`src/rtl/mul_arbiter.sv`:
```
// mul_arbiter: round-robin front end that shares one multi-cycle multiplier
// between two requesters. A grant latches the winner's operands, pulses
// start, waits for done (bounded by TIMEOUT cycles), then either acks the
// requester with the captured product or aborts with timeout_err. Every
// strobe is a flop output, so none of them can glitch on a state change.
module mul_arbiter #(
    parameter int WIDTH   = 64,
    parameter int TIMEOUT = 100
) (
    input  logic                 clk,
    input  logic                 reset_n,
    input  logic                 req0,
    input  logic                 req1,
    input  logic [WIDTH-1:0]     a0,
    input  logic [WIDTH-1:0]     b0,
    input  logic [WIDTH-1:0]     a1,
    input  logic [WIDTH-1:0]     b1,
    output logic                 mul_op_start,
    output logic                 mul_op_clear,
    output logic [WIDTH-1:0]     mul_multiplicand,
    output logic [WIDTH-1:0]     mul_multiplier,
    input  logic                 mul_op_done,
    input  logic [2*WIDTH-1:0]   mul_result,
    output logic                 ack0,
    output logic                 ack1,
    output logic [2*WIDTH-1:0]   result,
    output logic                 busy,
    output logic                 grant_id,
    output logic                 timeout_err
);

    // One spare bit above what TIMEOUT-1 needs, so the saturation value can
    // never equal the abort threshold.
    localparam int                CNT_W     = (TIMEOUT > 1) ? $clog2(TIMEOUT) + 1 : 1;
    localparam logic [CNT_W-1:0]  CNT_LIMIT = CNT_W'(TIMEOUT - 1);
    localparam logic [CNT_W-1:0]  CNT_MAX   = {CNT_W{1'b1}};
    localparam logic [CNT_W-1:0]  CNT_ZERO  = {CNT_W{1'b0}};
    localparam logic [CNT_W-1:0]  CNT_ONE   = {{(CNT_W-1){1'b0}}, 1'b1};

    typedef enum logic [2:0] {
        IDLE  = 3'd0,
        START = 3'd1,
        WAIT  = 3'd2,
        DONE  = 3'd3,
        ABORT = 3'd4
    } state_t;

    state_t               state_r;
    state_t               state_s;
    logic                 rr_r;          // requester preferred on a tie
    logic                 rr_s;
    logic                 grant_id_r;
    logic                 grant_id_s;
    logic                 grant_s;       // a grant is being made this cycle
    logic                 capture_s;     // product is being captured this cycle
    logic [CNT_W-1:0]     cnt_r;
    logic [CNT_W-1:0]     cnt_s;
    logic [WIDTH-1:0]     opa_r;
    logic [WIDTH-1:0]     opb_r;
    logic [2*WIDTH-1:0]   result_r;
    logic                 start_r;
    logic                 clear_r;
    logic                 ack0_r;
    logic                 ack1_r;
    logic                 err_r;
    logic                 busy_r;

    // Next-state, arbitration and WAIT-counter logic
    always_comb begin
        state_s    = state_r;
        rr_s       = rr_r;
        grant_id_s = grant_id_r;
        grant_s    = 1'b0;
        capture_s  = 1'b0;
        cnt_s      = cnt_r;
        case (state_r)
            IDLE: begin
                if (req0 || req1) begin
                    grant_s = 1'b1;
                    if (req0 && req1) begin
                        grant_id_s = rr_r;
                    end else if (req0) begin
                        grant_id_s = 1'b0;
                    end else begin
                        grant_id_s = 1'b1;
                    end
                    rr_s    = ~grant_id_s;
                    state_s = START;
                end else begin
                    state_s = IDLE;
                end
            end
            START: begin
                cnt_s   = CNT_ZERO;
                state_s = WAIT;
            end
            WAIT: begin
                // done is tested first so it wins over a simultaneous timeout
                if (mul_op_done) begin
                    capture_s = 1'b1;
                    state_s   = DONE;
                end else if (cnt_r == CNT_LIMIT) begin
                    state_s = ABORT;
                end else begin
                    state_s = WAIT;
                end
                if (cnt_r != CNT_MAX) begin
                    cnt_s = cnt_r + CNT_ONE;
                end else begin
                    cnt_s = cnt_r;
                end
            end
            DONE: begin
                state_s = IDLE;
            end
            ABORT: begin
                state_s = IDLE;
            end
            default: begin
                state_s = IDLE;
            end
        endcase
    end

    // Control registers; strobes are decoded from the next state so they are
    // aligned with the state they belong to and come straight from flops
    always_ff @(posedge clk or negedge reset_n) begin
        if (!reset_n) begin
            state_r    <= IDLE;
            rr_r       <= 1'b0;
            grant_id_r <= 1'b0;
            cnt_r      <= CNT_ZERO;
            start_r    <= 1'b0;
            clear_r    <= 1'b0;
            ack0_r     <= 1'b0;
            ack1_r     <= 1'b0;
            err_r      <= 1'b0;
            busy_r     <= 1'b0;
        end else begin
            state_r    <= state_s;
            rr_r       <= rr_s;
            grant_id_r <= grant_id_s;
            cnt_r      <= cnt_s;
            start_r    <= (state_s == START);
            clear_r    <= (state_s == DONE) || (state_s == ABORT);
            ack0_r     <= (state_s == DONE) && (grant_id_s == 1'b0);
            ack1_r     <= (state_s == DONE) && (grant_id_s == 1'b1);
            err_r      <= (state_s == ABORT);
            busy_r     <= (state_s != IDLE);
        end
    end

    // Datapath: operands frozen at grant, product captured only on done
    always_ff @(posedge clk or negedge reset_n) begin
        if (!reset_n) begin
            opa_r    <= {WIDTH{1'b0}};
            opb_r    <= {WIDTH{1'b0}};
            result_r <= {(2*WIDTH){1'b0}};
        end else begin
            if (grant_s) begin
                opa_r <= grant_id_s ? a1 : a0;
                opb_r <= grant_id_s ? b1 : b0;
            end else begin
                opa_r <= opa_r;
                opb_r <= opb_r;
            end
            if (capture_s) begin
                result_r <= mul_result;
            end else begin
                result_r <= result_r;
            end
        end
    end

    assign mul_op_start     = start_r;
    assign mul_op_clear     = clear_r;
    assign mul_multiplicand = opa_r;
    assign mul_multiplier   = opb_r;
    assign ack0             = ack0_r;
    assign ack1             = ack1_r;
    assign result           = result_r;
    assign busy             = busy_r;
    assign grant_id         = grant_id_r;
    assign timeout_err      = err_r;

endmodule

```
`config.mk`:
```
export PLATFORM = sky130hd
export DESIGN_NAME = mul_arbiter
export DESIGN_NICKNAME = d
export VERILOG_FILES = /design/src/rtl/mul_arbiter.sv
export SDC_FILE = /design/constraint.sdc
export NUM_CORES = 1
export LEC_CHECK = 0
export BUFFER_PORTS_ARGS = -buffer_cell sky130_fd_sc_hd__buf_2
export CAP_MARGIN = 20
export CORE_AREA = 2 2 256 258
export CTS_CLUSTER_SIZE = 12
export DETAILED_ROUTE_END_ITERATION = 7
export DIE_AREA = 0 0 258 260
export PLACE_DENSITY_LB_ADDON = 0.15
export REMOVE_ABC_BUFFERS = 1
export SLEW_MARGIN = 10
export SYNTH_ARGS = -nofsm -noshare
export SYNTH_HDL_FRONTEND = slang
export SYNTH_SLANG_ARGS = --single-unit
```
`constraint.sdc`:
```
create_clock -name clk -period 4.08 [get_ports clk]
set_input_delay 0.816 -clock clk [delete_from_list [all_inputs] [get_ports clk]]
set_output_delay 0.816 -clock clk [all_outputs]
set_load 0.02 [all_outputs]
```
# Word level (Yosys, flattened, before mapping)
# Index checks and enable logic that the tools add are counted.
# Widths: inputs -> output; s select.
[totals]
latchBits = 0
input_bits = 389
wordCells = 52
mem_bits_ro = 0
output_inout_bits = 263
mem_count = 0
register_bits = 275
mem_bits_rw = 0
[classes]
shift = 0
n_mul = 0
order_cmp = 0
n_div = 0
n_reduce_logical = 10
n_addsub = 1
n_mux = 18
n_bitwise = 2
eq_ne = 8
[ops]
columns = ["op", "count"]
rows = [
  ["$mux 64", 2],
  ["$pmux 8 s2", 1],
  ["$mux 1", 11],
  ["$pmux 3 s3", 1],
  ["$add 8x1->8 const B", 1],
  ["$eq 8x7->1 const B", 1],
  ["$mux 8", 1],
  ["$ne 8x8->1 const B", 1],
  ["$eq 3x1->1 const B", 2],
  ["$eq 3x2->1 const B", 2],
  ["$mux 3", 2],
  ["$reduce_and 2->1", 2],
  ["$eq 3x3->1 const B", 1],
  ["$logic_and 1x1->1", 3],
  ["$logic_not 3->1", 1],
  ["$reduce_bool 3->1", 1],
  ["$logic_or 1x1->1", 2],
  ["$ne 2x2->1 const B", 1],
  ["$not 1->1", 2],
  ["$reduce_bool 2->1", 1],
]

# Logic depth before layout (Yosys ltp)
# Gate-level depths: netlist of run 1.
[depth]
depth_word = 8
ltp_mapped = 7
depth_no_buf = 4

# Worst setup path after synthesis of run 1
# Ideal clock, no wire load.
[synth_path]
path_type = "input to register"
start = "in req1"
end = "reg opa_r[23], in the netlist mul_multiplicand[23]"
stages = 6
path_slack_ps = 2147
path_buffers = 3
t_required_ps = 3939
t_arrival_ps = 1792
setup_ps = 141
cell_sequence = "or2_2 -> clkbuf_1 -> clkbuf_1 -> clkbuf_1 -> a21oi_1 -> a31oi_1"
[synth_between]
elab_chain_cells = 7
word_cells_on_any_way = 10
classes_between = "8 x mux; 2 x reduce/logical"
[synth_lines]
columns = ["element", "line", "rtl"]
rows = [
  ["start: declaration", "13", "input logic req1,"],
  ["$logic_and 1x1->1", "80", "if (req0 && req1) begin"],
  ["$mux 1", "80", ""],
  ["$mux 1", "78", "if (req0 || req1) begin"],
  ["$mux 1", "76", "case (state_r)"],
  ["$mux 1", "78", ""],
  ["$mux 1", "76", ""],
  ["$mux 64", "161", "opa_r <= grant_id_s ? a1 : a0;"],
  ["end signal: assignment", "156", "opa_r <= {WIDTH{1'b0}};"],
  ["end signal: assignment", "161", ""],
  ["end signal: assignment", "164", "opa_r <= opa_r;"],
  ["end: declaration", "58", "logic [WIDTH-1:0] opa_r;"],
]
# Parallel ways exist; a longest one is shown, timed or not. The select of a mux whose other input is x is not followed.
# A chain may end at the register's enable or synchronous reset.

# Final worst setup path of run 1
[layout_path]
start = "reg state_r[1]"
end = "reg result_r[24], in the netlist result[24]"
[layout_between]
elab_chain_cells = 2
[layout_lines]
columns = ["element", "line", "rtl"]
rows = [
  ["start: declaration", "48", "state_t state_r;"],
  ["start signal: assignment", "140", "state_r <= state_s;"],
  ["$eq 3x2->1", "76", ""],
  ["$mux 1", "76", ""],
  ["end signal: assignment", "158", "result_r <= {(2*WIDTH){1'b0}};"],
  ["end signal: assignment", "168", "result_r <= mul_result;"],
  ["end signal: assignment", "170", "result_r <= result_r;"],
  ["end: declaration", "60", "logic [2*WIDTH-1:0] result_r;"],
]
# No other way between the ends.

==> results of run 1 <==
==> logic make-up (layout without fill, tap and decap cells) <==
| logic type | after synthesis | in the layout | share of synthesized area [%] |
|---|---|---|---|
| AO/OA/AOI/OAI | 402 | 402 | 18.2 |
| XOR/XNOR | 1 | 1 | 0.0719 |
| adder cells (fa/ha/maj) | 1 | 1 | 0.103 |
| buffers and inverters | 135 | 745 | 4.45 |
| flip-flops | 275 | 275 | 56.5 |
| multiplexers | 130 | 130 | 12.0 |
| other | 0 | 5 | 0 |
| AND/OR/NAND/NOR | 169 | 169 | 8.66 |
==> sequential cells by signal (all words and copies together) (netlist names), 3 cells and up <==
| name | cells |
|---|---|
| state_r | 3 |
| mul_multiplier | 64 |
| result | 128 |
| mul_multiplicand | 64 |
| cnt_r | 8 |
==> final cells by class <==
cell class              instances  area [um2]  share of cell area [%]
flip-flops and latches        275        6880                    39.0
multi-input cells             703        4790                    27.2
repair buffers                678        3620                    20.6
clock buffers                  55        1090                    6.20
well taps                     855        1070                    6.07
clock inverters                 8         139                   0.788
inverters                       4        17.5                  0.0994
diodes                          5        12.5                  0.0710
==> how the worst max path moves through the flow <==
stage / start / to / slack (ns) / depth (start not counted)
detailed placement: req0 / mul_multiplier[19] / 1.48 / 5
global route: state_r[1] / result[34] / 1.48 / 4
floorplan: state_r[2] / mul_multiplicand[0] / -6.74 / 4
finish: state_r[1] / result[24] / 1.65 / 4
global placement: req0 / mul_multiplier[39] / 1.50 / 5
CTS: state_r[1] / result[18] / 1.63 / 4
==> report_power, final <==
group / total (uW) / internal (uW) / switching (uW)
logic: 7150 / 2490 / 4660
registers: 4800 / 4080 / 716
clock network: 3330 / 2040 / 1290
total: 15300 / 8610 / 6670
==> metal layers <==
| layer | global-route usage (%) | part of all wire (%) | vias up |
|---|---|---|---|
| met2 | 26.9 | 49 | 582 |
| met5 | 0 | 0.31 | - |
| met3 | 6.50 | 11 | 73 |
| met4 | 4.13 | 2.0 | 28 |
| met1 | 18.1 | 38 | 5733 |
| li1 | - | - | 5423 |
==> worst reg2reg max path, delay by kind of cell, from the launching register on <==
| family | cells | cell delay [ns] |
|---|---|---|
| buf+inv | 1 | 0.48 |
| mux | 1 | 0.30 |
| flops | 1 | 0.55 |
| simple gates | 2 | 0.98 |
==> synth_stat cells (all sizes together) <==
cell	instances
o21ba	1
and3	1
mux2i	1
and4bb	1
nor3b	2
a31oi	129
buf	38
or4bb	1
o221a	1
nor3	8
a21o	2
a21bo	1
a41oi	1
nor2b	2
a311oi	1
or3	1
nand3	2
inv	4
dfrtp	275
nand3b	1
a2111oi	1
nand4	129
o21ai	130
nand2b	1
a21oi	132
a221oi	1
nor2	5
clkbuf	93
and4	2
or4	2
mux2	129
nor4	1
a211oi	1
nand2	8
xnor2	1
or2	1
o211a	1
ha	1
or3b	1
==> through the flow <==
step                area (um2)  hold WS [ns]  utilization, %
floorplan                11700         0.473               -
global placement         16400         0.481            25.6
detailed placement       16400         0.487            25.6
CTS                      17600         0.316            27.5
global route             17600         0.350            27.5
finish                   17600         0.296            27.5
==> run_results.csv, run 1 <==
group,metric,value,unit
worst_setup_path,regToRegStartpoint,"state_r[1]",
clock_network,cts_setup_buffers,0,
sta,grt_setup_unrepaired,"false",
synthesis,synth_seq_area_share,56.5,%
worst_setup_path,timing.rr.end,"result[24]",
floorplan,floorplan.die_area,67100,um2
clock_network,worst_setup_hold_path_clk_slew,0.06,ns
synthesis,number_of_distinct_library_cells_after_synthesis,42,
layout,final_layout_size_suffix_gt1_share,50.8,%
sta,finClkSkew,0.0122,ns
placement,detailedPlace.worstSlack,1.48,ns
synthesis,synth_top_area_share,56.5,%
sta,fmax,411,MHz
layout,area_growth_syn_to_layout,44.7,%
clock_network,number_of_clock_sinks_seen_by_cts,275,
sta,worst_pin_slew,0.922,ns
routing,drtPass1Iterations,5,
layout,most_common_library_cell_in_the_layout_ignoring_fill_and_taps,"sky130_fd_sc_hd__buf_2",
worst_setup_path,r2r_setup_slack,1.65,ns
floorplan,top_level_ports,652,
global_route,antenna_violations_before_repair,20,
power,vdd_drop_max,0.000289,V
worst_setup_path,kind_of_launch_point_of_the_worst_setup_path,"flip-flop",
synthesis,yosys_register_bits,275,
worst_setup_path,critical_path_peak_fanout,60,
worst_setup_path,worst_path_largest_cell_delay,0.55,ns
hold_path,hold_path.class,"in -> async",
worst_setup_path,worstSetupPathType,"reg -> reg",
placement,numPlacedInstances,2515,
worst_setup_path,crit_chain,"nor3b_2 -> nand2_4 -> buf_12 -> mux2_2",
synthesis,post_synth_inst_count,1113,
worst_setup_path,crit_family,"simple AND/OR/NAND/NOR gates",
sta,hold_viol,0,
global_route,grt_pass1_wl,80500,um
synthesis,post_synth_main_area_contributors,"sky130_fd_sc_hd__dfrtp_1 57%, sky130_fd_sc_hd__mux2_2 12%, sky130_fd_sc_hd__a31oi_1 6.6%",
sta,max_slew_margin,38.5,%
clock_network,cts_made_buffers,36,
sta,setup-violations-final,0,
routing,detail-route-antenna-nets,0,
floorplan,die_width,258,um
worst_setup_path,critical_path.endpoint_type,"flip-flop",
clock_network,clk_path_buf_depth,3,
power,total_power,15300,uW
run_status,status,"complete, no violations",
clock_network,postCtsHoldBufs,0,
placement,routabilityCongestion,0.824,
placement,port-buffer-count,651,
sta,finalSetupTns,0,ns
sta,fin_ws,1.65,ns
global_route,grt_start_max_net_pins,130,
power,power_density,867,nW/um2
layout,layoutNonFillerInstCount,2583,
sta,finalCriticalPeriod,2.43,ns
floorplan,height_of_the_chip,260,um
worst_setup_path,critical_path_buf_inv_count,1,
routing,avgViaCountPerCell,4.58,
floorplan,num_rows,93,
sta,final_max_slew_viol_count,0,
placement,post_detail_place_hpwl,38600,um
floorplan,floorplan.initialDensity,19.0,%
worst_setup_path,critical_path_required,4.50,ns
worst_setup_path,timing.reg2reg.worst_path_depth,4,
synthesis,ys.warnings.count,0,
synthesis,syn_area_per_cell,10.9,um2
worst_setup_path,arrival_time_at_the_worst_endpoint,2.85,ns
layout,fillCellCount,6963,
clock_network,cts-root-buf,"sky130_fd_sc_hd__clkbuf_16",
worst_setup_path,crit_path_top_delay_cell,"sky130_fd_sc_hd__dfrtp_1",
global_route,groute.usage.overall,15.7,%
job,maxCapViolCount,0,
clock_network,cts-resized-gates,0,
routing,dr.first_iter.drc_count,687,
clock_network,cts_tree,"done",
synthesis,synth_top_area_cell,"sky130_fd_sc_hd__dfrtp_1",
clock_network,clock_insertion_delay_worst_skew,0.54,ns
sta,timing.final.crit_share,59.6,%
clock_network,cts_max_level,2,
power,power.leakage,0.00784,uW
layout,most-common-layout-cells,"649 x sky130_fd_sc_hd__buf_2, 275 x sky130_fd_sc_hd__dfrtp_1, 132 x sky130_fd_sc_hd__a21oi_1",
layout,finalNetCount,2088,
routing,via_count,11800,
routing,routed_wirelength,55000,um
floorplan,placeableCoreArea,64100,um2
routing,remaining_drc_errors,0,
global_route,first_global_vias,12000,
global_route,globalRouteOverflowTotal,0,
synthesis,syn_area,12200,um2
routing,wire_per_inst,21.3,um
Power figures use the tool's default switching activity.
==> run 2, diff against run 1 <==
- ABC_AREA: not set -> 1
- CORE_AREA: 2 2 256 258 -> 2 2 255 257
- DIE_AREA: 0 0 258 260 -> 0 0 257 259
- clock period: 4.08 -> 2.4 ns (I/O delays scaled with it)
==> run_results.csv, run 2 <==
group,metric,value,unit
synthesis,post_synth_main_area_contributors,"sky130_fd_sc_hd__dfrtp_1 54%, sky130_fd_sc_hd__nand2_1 28%, sky130_fd_sc_hd__inv_1 7.9%",
worst_setup_path,arrival_time_at_the_worst_endpoint,2.42,ns
clock_network,cts_tree,"done",
synthesis,synth_seq_area_share,54.2,%
global_route,globalRouteOverflowTotal,0,
hold_path,hold_path.class,"in -> reg",
layout,largest_register_ff_count,128,
global_route,antenna_violations_before_repair,27,
sta,hold_viol,0,
power,power_density,1370,nW/um2
worst_setup_path,critical_path_required,2.87,ns
clock_network,clock_insertion_delay_worst_skew,0.54,ns
routing,avgViaCountPerCell,3.92,
worst_setup_path,regToRegStartpoint,"state_r[2]",
layout,area_growth_syn_to_layout,44.5,%
clock_network,clk_path_buf_depth,3,
sta,final_max_slew_viol_count,0,
clock_network,worst_setup_hold_path_clk_slew,0.05,ns
routing,detail-route-antenna-nets,0,
global_route,first_global_vias,13200,
sta,max_slew_margin,44.2,%
synthesis,synth-async-reset-ratio,100,%
synthesis,yosys.cell_count.top_type,"sky130_fd_sc_hd__nand2_1",
sta,fmax,514,MHz
clock_network,cts_max_level,2,
worst_setup_path,setup.worst_path.start,"state_r[2]",
placement,numPlacedInstances,3189,
synthesis,yosys_register_bits,275,
synthesis,number_of_distinct_library_cells_after_synthesis,23,
routing,routed_wirelength,52800,um
worst_setup_path,critical_path_peak_fanout,125,
power,power.leakage,0.0112,uW
power,total_power,25100,uW
synthesis,synth_top_family_by_area,"simple AND/OR/NAND/NOR gates",
clock_network,cts_made_buffers,38,
worst_setup_path,kind_of_launch_point_of_the_worst_setup_path,"flip-flop",
synthesis,yosys-mux-area-fraction,0,%
routing,remaining_drc_errors,0,
floorplan,die_width,257,um
floorplan,height_of_the_chip,259,um
clock_network,cts_setup_buffers,0,
routing,wire_per_inst,16.1,um
synthesis,ys.warnings.count,0,
synthesis,syn_area_per_cell,7.34,um2
synthesis,postSynth.topFlopCell,"sky130_fd_sc_hd__dfrtp_1",
synthesis,synth_top_area_share,54.2,%
global_route,groute.usage.overall,15.4,%
clock_network,cts-root-buf,"sky130_fd_sc_hd__clkbuf_16",
layout,finalNetCount,2765,
global_route,grt_pass1_wl,79500,um
global_route,grt_start_max_net_pins,131,
placement,routabilityCongestion,0.949,
floorplan,placeableCoreArea,63900,um2
routing,dr.first_iter.drc_count,688,
sta,worst_pin_slew,0.837,ns
routing,via_count,12800,
layout,final_layout_size_suffix_gt1_share,31.3,%
sta,timing.final.crit_share,81.1,%
floorplan,floorplan.initialDensity,19.9,%
sta,grt_setup_unrepaired,"false",
power,vdd_drop_max,0.000658,V
synthesis,synth_top_area_cell,"sky130_fd_sc_hd__dfrtp_1",
floorplan,floorplan.die_area,66600,um2
synthesis,synth.top_cells.by_count,"935 x sky130_fd_sc_hd__nand2_1, 275 x sky130_fd_sc_hd__dfrtp_1, 269 x sky130_fd_sc_hd__inv_1",
synthesis,synth_adder_area_share,0.0985,%
sta,hold_ws,0.128,ns
layout,layoutNonFillerInstCount,3269,
clock_network,number_of_clock_sinks_seen_by_cts,275,
hold_path,hold_path.startpoint,"mul_result[20]",
placement,post_dp_cell_area,17100,um2
synthesis,synthSimpleGateAreaFrac,28.7,%
sta,finalSetupTns,0,ns
routing,drtPass1Iterations,4,
layout,most-common-layout-cells,"933 x sky130_fd_sc_hd__nand2_1, 650 x sky130_fd_sc_hd__buf_2, 275 x sky130_fd_sc_hd__dfrtp_1",
sta,finClkSkew,0.0191,ns
synthesis,syn_area,12700,um2
synthesis,yosys.area_share.xor_xnor,0.276,%
placement,post_detail_place_hpwl,39600,um
job,maxCapViolCount,0,
floorplan,top_level_ports,652,
synthesis,post_synth_inst_count,1732,
run_status,status,"complete, no violations",
sta,finalCriticalPeriod,1.95,ns
placement,port-buffer-count,651,
worst_setup_path,critical_path.endpoint_type,"flip-flop",
synthesis,synth_enable_flop_cells,0,
layout,most_common_library_cell_in_the_layout_ignoring_fill_and_taps,"sky130_fd_sc_hd__nand2_1",
layout,postLayoutCellArea,18400,um2
sta,setup-violations-final,0,
synthesis,synth-compound-area-share,5.24,%
floorplan,num_rows,93,
worst_setup_path,worstSetupPathType,"reg -> reg",
run 2: cell types whose count changed in the layout (fill, tap and decap cells not counted), moves of 5 or more:
cell | previous run | this run
sky130_fd_sc_hd__nand2_1 | 6 | 933
sky130_fd_sc_hd__o21ai_0 | 130 | 5
sky130_fd_sc_hd__buf_12 | 12 | 17
sky130_fd_sc_hd__diode_2 | 5 | 11
sky130_fd_sc_hd__a31oi_1 | 129 | 0
sky130_fd_sc_hd__inv_1 | 3 | 269
sky130_fd_sc_hd__clkinv_2 | 0 | 6
sky130_fd_sc_hd__mux2_2 | 129 | 0
sky130_fd_sc_hd__nor3_1 | 7 | 2
sky130_fd_sc_hd__nand3_1 | 2 | 9
sky130_fd_sc_hd__nand4_1 | 129 | 1
run 2: layout make-up:
class | count | area [um2]
multi-input cells | 1099 | 4380
flip-flops and latches | 275 | 6880
diodes | 11 | 27.5
repair buffers | 688 | 3760
clock inverters | 9 | 76.3
clock buffers | 59 | 1140
fillers | 7083 | 45500
well taps | 855 | 1070
inverters | 273 | 1030
run 2: cell families (layout without fill, tap and decap cells):
family,after synthesis,after routing
buf+inv,358,1029
flops,275,275
compound gates,133,133
simple gates,961,961
other cells,0,11
xor+xnor,4,4
fa+ha+maj,1,1
run 2: worst paths after layout:
kind / to / slack (ns) / cells after the start
hold reg to reg: mul_multiplier[45] / 0.47 / 2
hold / removal: result[20] / 0.13 / 3
min in group asynchronous: result[96] / 0.48 / 2
setup / recovery: mul_multiplier[10] / 0.45 / 6
setup reg to reg: mul_multiplier[10] / 0.45 / 6
max in group asynchronous: mul_multiplier[7] / 1.15 / 3
run 2: report_power, final:
group | switching, uW | internal (uW) | total [uW] | leakage (uW)
Combinational | 7970 | 3650 | 11600 | 0.00720
Sequential | 1140 | 6790 | 7930 | 0.00344
Clock | 2190 | 3370 | 5560 | 0.000601
Total | 11300 | 13800 | 25100 | 0.0112
run 2: routing by layer:
layer  global-route usage [%]  vias up  wire length, um
li1                         -     6364                -
met1                     17.8     5809            21300
met2                     24.9      512            23800
met3                     6.94      112             5670
met4                     5.80       24             1800
met5                        0        -              145
run 2: what timing repair did:
| action | in CTS | in global routing |
|---|---|---|
| hold endpoints to repair | 42 | 0 |
| hold buffers | 1 | 0 |
| endpoints found under the setup margin | 0 | 0 |
| gates resized for setup | 0 | 0 |
run 2: critical path, stage by stage (launching register included):
cell and delay [ns]:
sky130_fd_sc_hd__dfrtp_1 0.38, sky130_fd_sc_hd__nor2_2 0.21, sky130_fd_sc_hd__nand4_1 0.28, sky130_fd_sc_hd__buf_12 0.29, sky130_fd_sc_hd__a21oi_1 0.36, sky130_fd_sc_hd__nand2_1 0.09
sky130_fd_sc_hd__nand2_1 0.07
run 2: stage by stage:
stage / setup slack [ns] / util (%)
global placement: 0.453 / 26.8
CTS: 0.473 / 28.7
finish: 0.453 / 28.7
floorplan: -4.66 / -
global route: 0.362 / 28.7
detailed placement: 0.409 / 26.8
==> run 3, diff against run 2 <==
- clock period: 2.4 -> 2 ns (I/O delays scaled with it)
==> run_results.csv, run 3 (synthesized netlist as in run 2, its figures left out) <==
group,metric,value,unit
worst_setup_path,crit_chain,"nor2_2 -> nand4_1 -> nand2_4 -> buf_12 -> buf_12 -> nand2_1 -> nand2_1 -> nand2_1",
sta,finClkSkew,0.0166,ns
floorplan,top_level_ports,652,
layout,layoutNonFillerInstCount,3275,
worst_setup_path,crit_path_top_delay_cell,"sky130_fd_sc_hd__dfrtp_1",
run_status,status,"complete, no violations",
sta,max_slew_margin,66.4,%
worst_setup_path,critical_path.endpoint_type,"flip-flop",
worst_setup_path,kind_of_launch_point_of_the_worst_setup_path,"flip-flop",
layout,post-route-util,28.8,%
sta,setup-violations-final,0,
worst_setup_path,critical_path_required,2.44,ns
sta,timing.final.crit_share,91.2,%
floorplan,placeableCoreArea,63900,um2
power,total_power,30200,uW
routing,detail-route-antenna-nets,0,
job,maxCapViolCount,0,
clock_network,cts_tree,"done",
global_route,globalRouteOverflowTotal,0,
clock_network,cts_setup_buffers,0,
layout,area_growth_syn_to_layout,44.8,%
worst_setup_path,worstSetupPathType,"reg -> reg",
worst_setup_path,timing.reg2reg.worst_path_depth,8,
sta,fmax,548,MHz
floorplan,num_rows,93,
routing,dr.first_iter.drc_count,807,
power,share_clk_of_total_power,21.4,%
sta,hold_viol,0,
sta,grt_setup_unrepaired,"false",
routing,avgViaCountPerCell,3.89,
global_route,groute.usage.overall,15.5,%
global_route,first_global_vias,13000,
layout,postLayoutCellArea,18400,um2
layout,most-common-layout-cells,"933 x sky130_fd_sc_hd__nand2_1, 650 x sky130_fd_sc_hd__buf_2, 275 x sky130_fd_sc_hd__dfrtp_1",
routing,routed_wirelength,53100,um
power,switching_share,45.1,%
layout,most_common_library_cell_in_the_layout_ignoring_fill_and_taps,"sky130_fd_sc_hd__nand2_1",
power,vdd_drop_max,0.000671,V
floorplan,die_width,257,um
clock_network,cts-root-buf,"sky130_fd_sc_hd__clkbuf_16",
placement,detailedPlace.worstSlack,0.148,ns
worst_setup_path,regToRegStartpoint,"state_r[2]",
floorplan,height_of_the_chip,259,um
power,power.leakage,0.0113,uW
sta,finalCriticalPeriod,1.82,ns
worst_setup_path,critical_path_peak_fanout,37,
routing,met3_length,4820,um
routing,drtPass1Iterations,4,
placement,post_detail_place_hpwl,40500,um
power,intPower,16600,uW
power,total_net_switching_power,13600,uW
worst_setup_path,arrival_time_at_the_worst_endpoint,2.26,ns
routing,remaining_drc_errors,0,
placement,post_dp_cell_area,17200,um2
worst_setup_path,worst_path_largest_cell_delay,0.37,ns
floorplan,floorplan.initialDensity,19.9,%
routing,route.layer.met1.wl,22100,um
floorplan,floorplan.die_area,66600,um2
clock_network,clock_insertion_delay_worst_skew,0.54,ns
worst_setup_path,r2r_setup_slack,0.18,ns
sta,fin_ws,0.177,ns
clock_network,worst_setup_hold_path_clk_slew,0.06,ns
clock_network,cts_made_buffers,37,
hold_path,hold_path.class,"in -> reg",
worst_setup_path,setup.worst_path.start,"state_r[2]",
placement,port-buffer-count,651,
global_route,grt_pass1_wl,79900,um
clock_network,cts_max_level,2,
sta,final_max_slew_viol_count,0,
worst_setup_path,worstSetupEndpoint,"mul_multiplicand[8]",
worst_setup_path,critical_path.most_common_cell,"sky130_fd_sc_hd__nand2_1",
layout,fillCellCount,7129,
power,seq_power_share,31.7,%
power,share_comb_of_total_power,46.9,%
routing,met2_length,24900,um
routing,wire_per_inst,16.2,um
placement,numPlacedInstances,3202,
power,power_density,1640,nW/um2
routing,topmost_layer_with_routed_signal_wires,"met5",
clock_network,clk_path_buf_depth,3,
global_route,antenna_violations_before_repair,18,
layout,finalNetCount,2777,
routing,via_count,12800,
clock_network,number_of_clock_sinks_seen_by_cts,275,
layout,final_layout_size_suffix_gt1_share,31.7,%
placement,routabilityCongestion,0.922,
sta,worst_pin_slew,0.504,ns
layout,largest_register_ff_count,128,
global_route,grt_start_max_net_pins,78,
worst_setup_path,timing.rr.end,"mul_multiplicand[8]",
[run 3: cell count changes in the layout (fill, tap and decap cells not counted), sizes merged]
cell and change:
buf +13, clkbuf -4, diode -4, inv +1
[run 3: worst min path at each step]
stage	start	cells after the start	endpoint
2_1_floorplan	reset_n	0	ack0
3_3_place_gp	reset_n	1	result[28]
3_5_place_dp	reset_n	1	result[28]
4_1_cts	mul_result[25]	3	result[25]
5_1_grt	mul_result[126]	3	result[126]
6_report	mul_result[106]	3	result[106]
[run 3: worst max-delay path: cells and delay by family (launching register included)]
kind          cells  cell delay (ns)
simple gates      6             0.84
buf+inv           2             0.43
flops             1             0.37
[run 3: what timing repair did]
item / in CTS / in global routing
gates resized for setup: 0 / 0
hold buffers: 1 / 0
hold endpoints to repair: 34 / 0
[run 3: power by group through the flow]
stage / Sequential [uW] / Clock, uW / Combinational (uW)
CTS: 9570 / 6720 / 14500
global route: 9890 / 6950 / 15700
global placement: 9550 / 0 / 14400
detailed placement: 9560 / 0 / 14500
finish: 9560 / 6470 / 14100
floorplan: 12500 / 0 / 4750
[run 3: area by class of cell]
| cell class | instances | area [um2] | area share (%) |
|---|---|---|---|
| clock buffer | 55 | 1080 | 5.89 |
| clock inverter | 10 | 85.1 | 0.462 |
| tap | 855 | 1070 | 5.81 |
| timing repair buffer | 701 | 3860 | 21.0 |
| multi-input combinational | 1099 | 4380 | 23.8 |
| sequential | 275 | 6880 | 37.4 |
| inverter | 273 | 1030 | 5.58 |
| antenna | 7 | 17.5 | 0.0952 |
[run 3: per-layer routing]
metal / track usage [%] / vias up
met5: 0 / -
met4: 4.23 / 18
met3: 6.03 / 82
met2: 25.7 / 465
met1: 18.8 / 5813
li1: - / 6374
[run 3: stage by stage]
step / setup TNS, ns / hold WS, ns
2_1_floorplan: -977.45 / 0.104
3_3_place_gp: 0 / 0.371
3_5_place_dp: 0 / 0.375
4_1_cts: 0 / 0.00748
5_1_grt: 0 / 0.0199
6_report: 0 / 0.0486
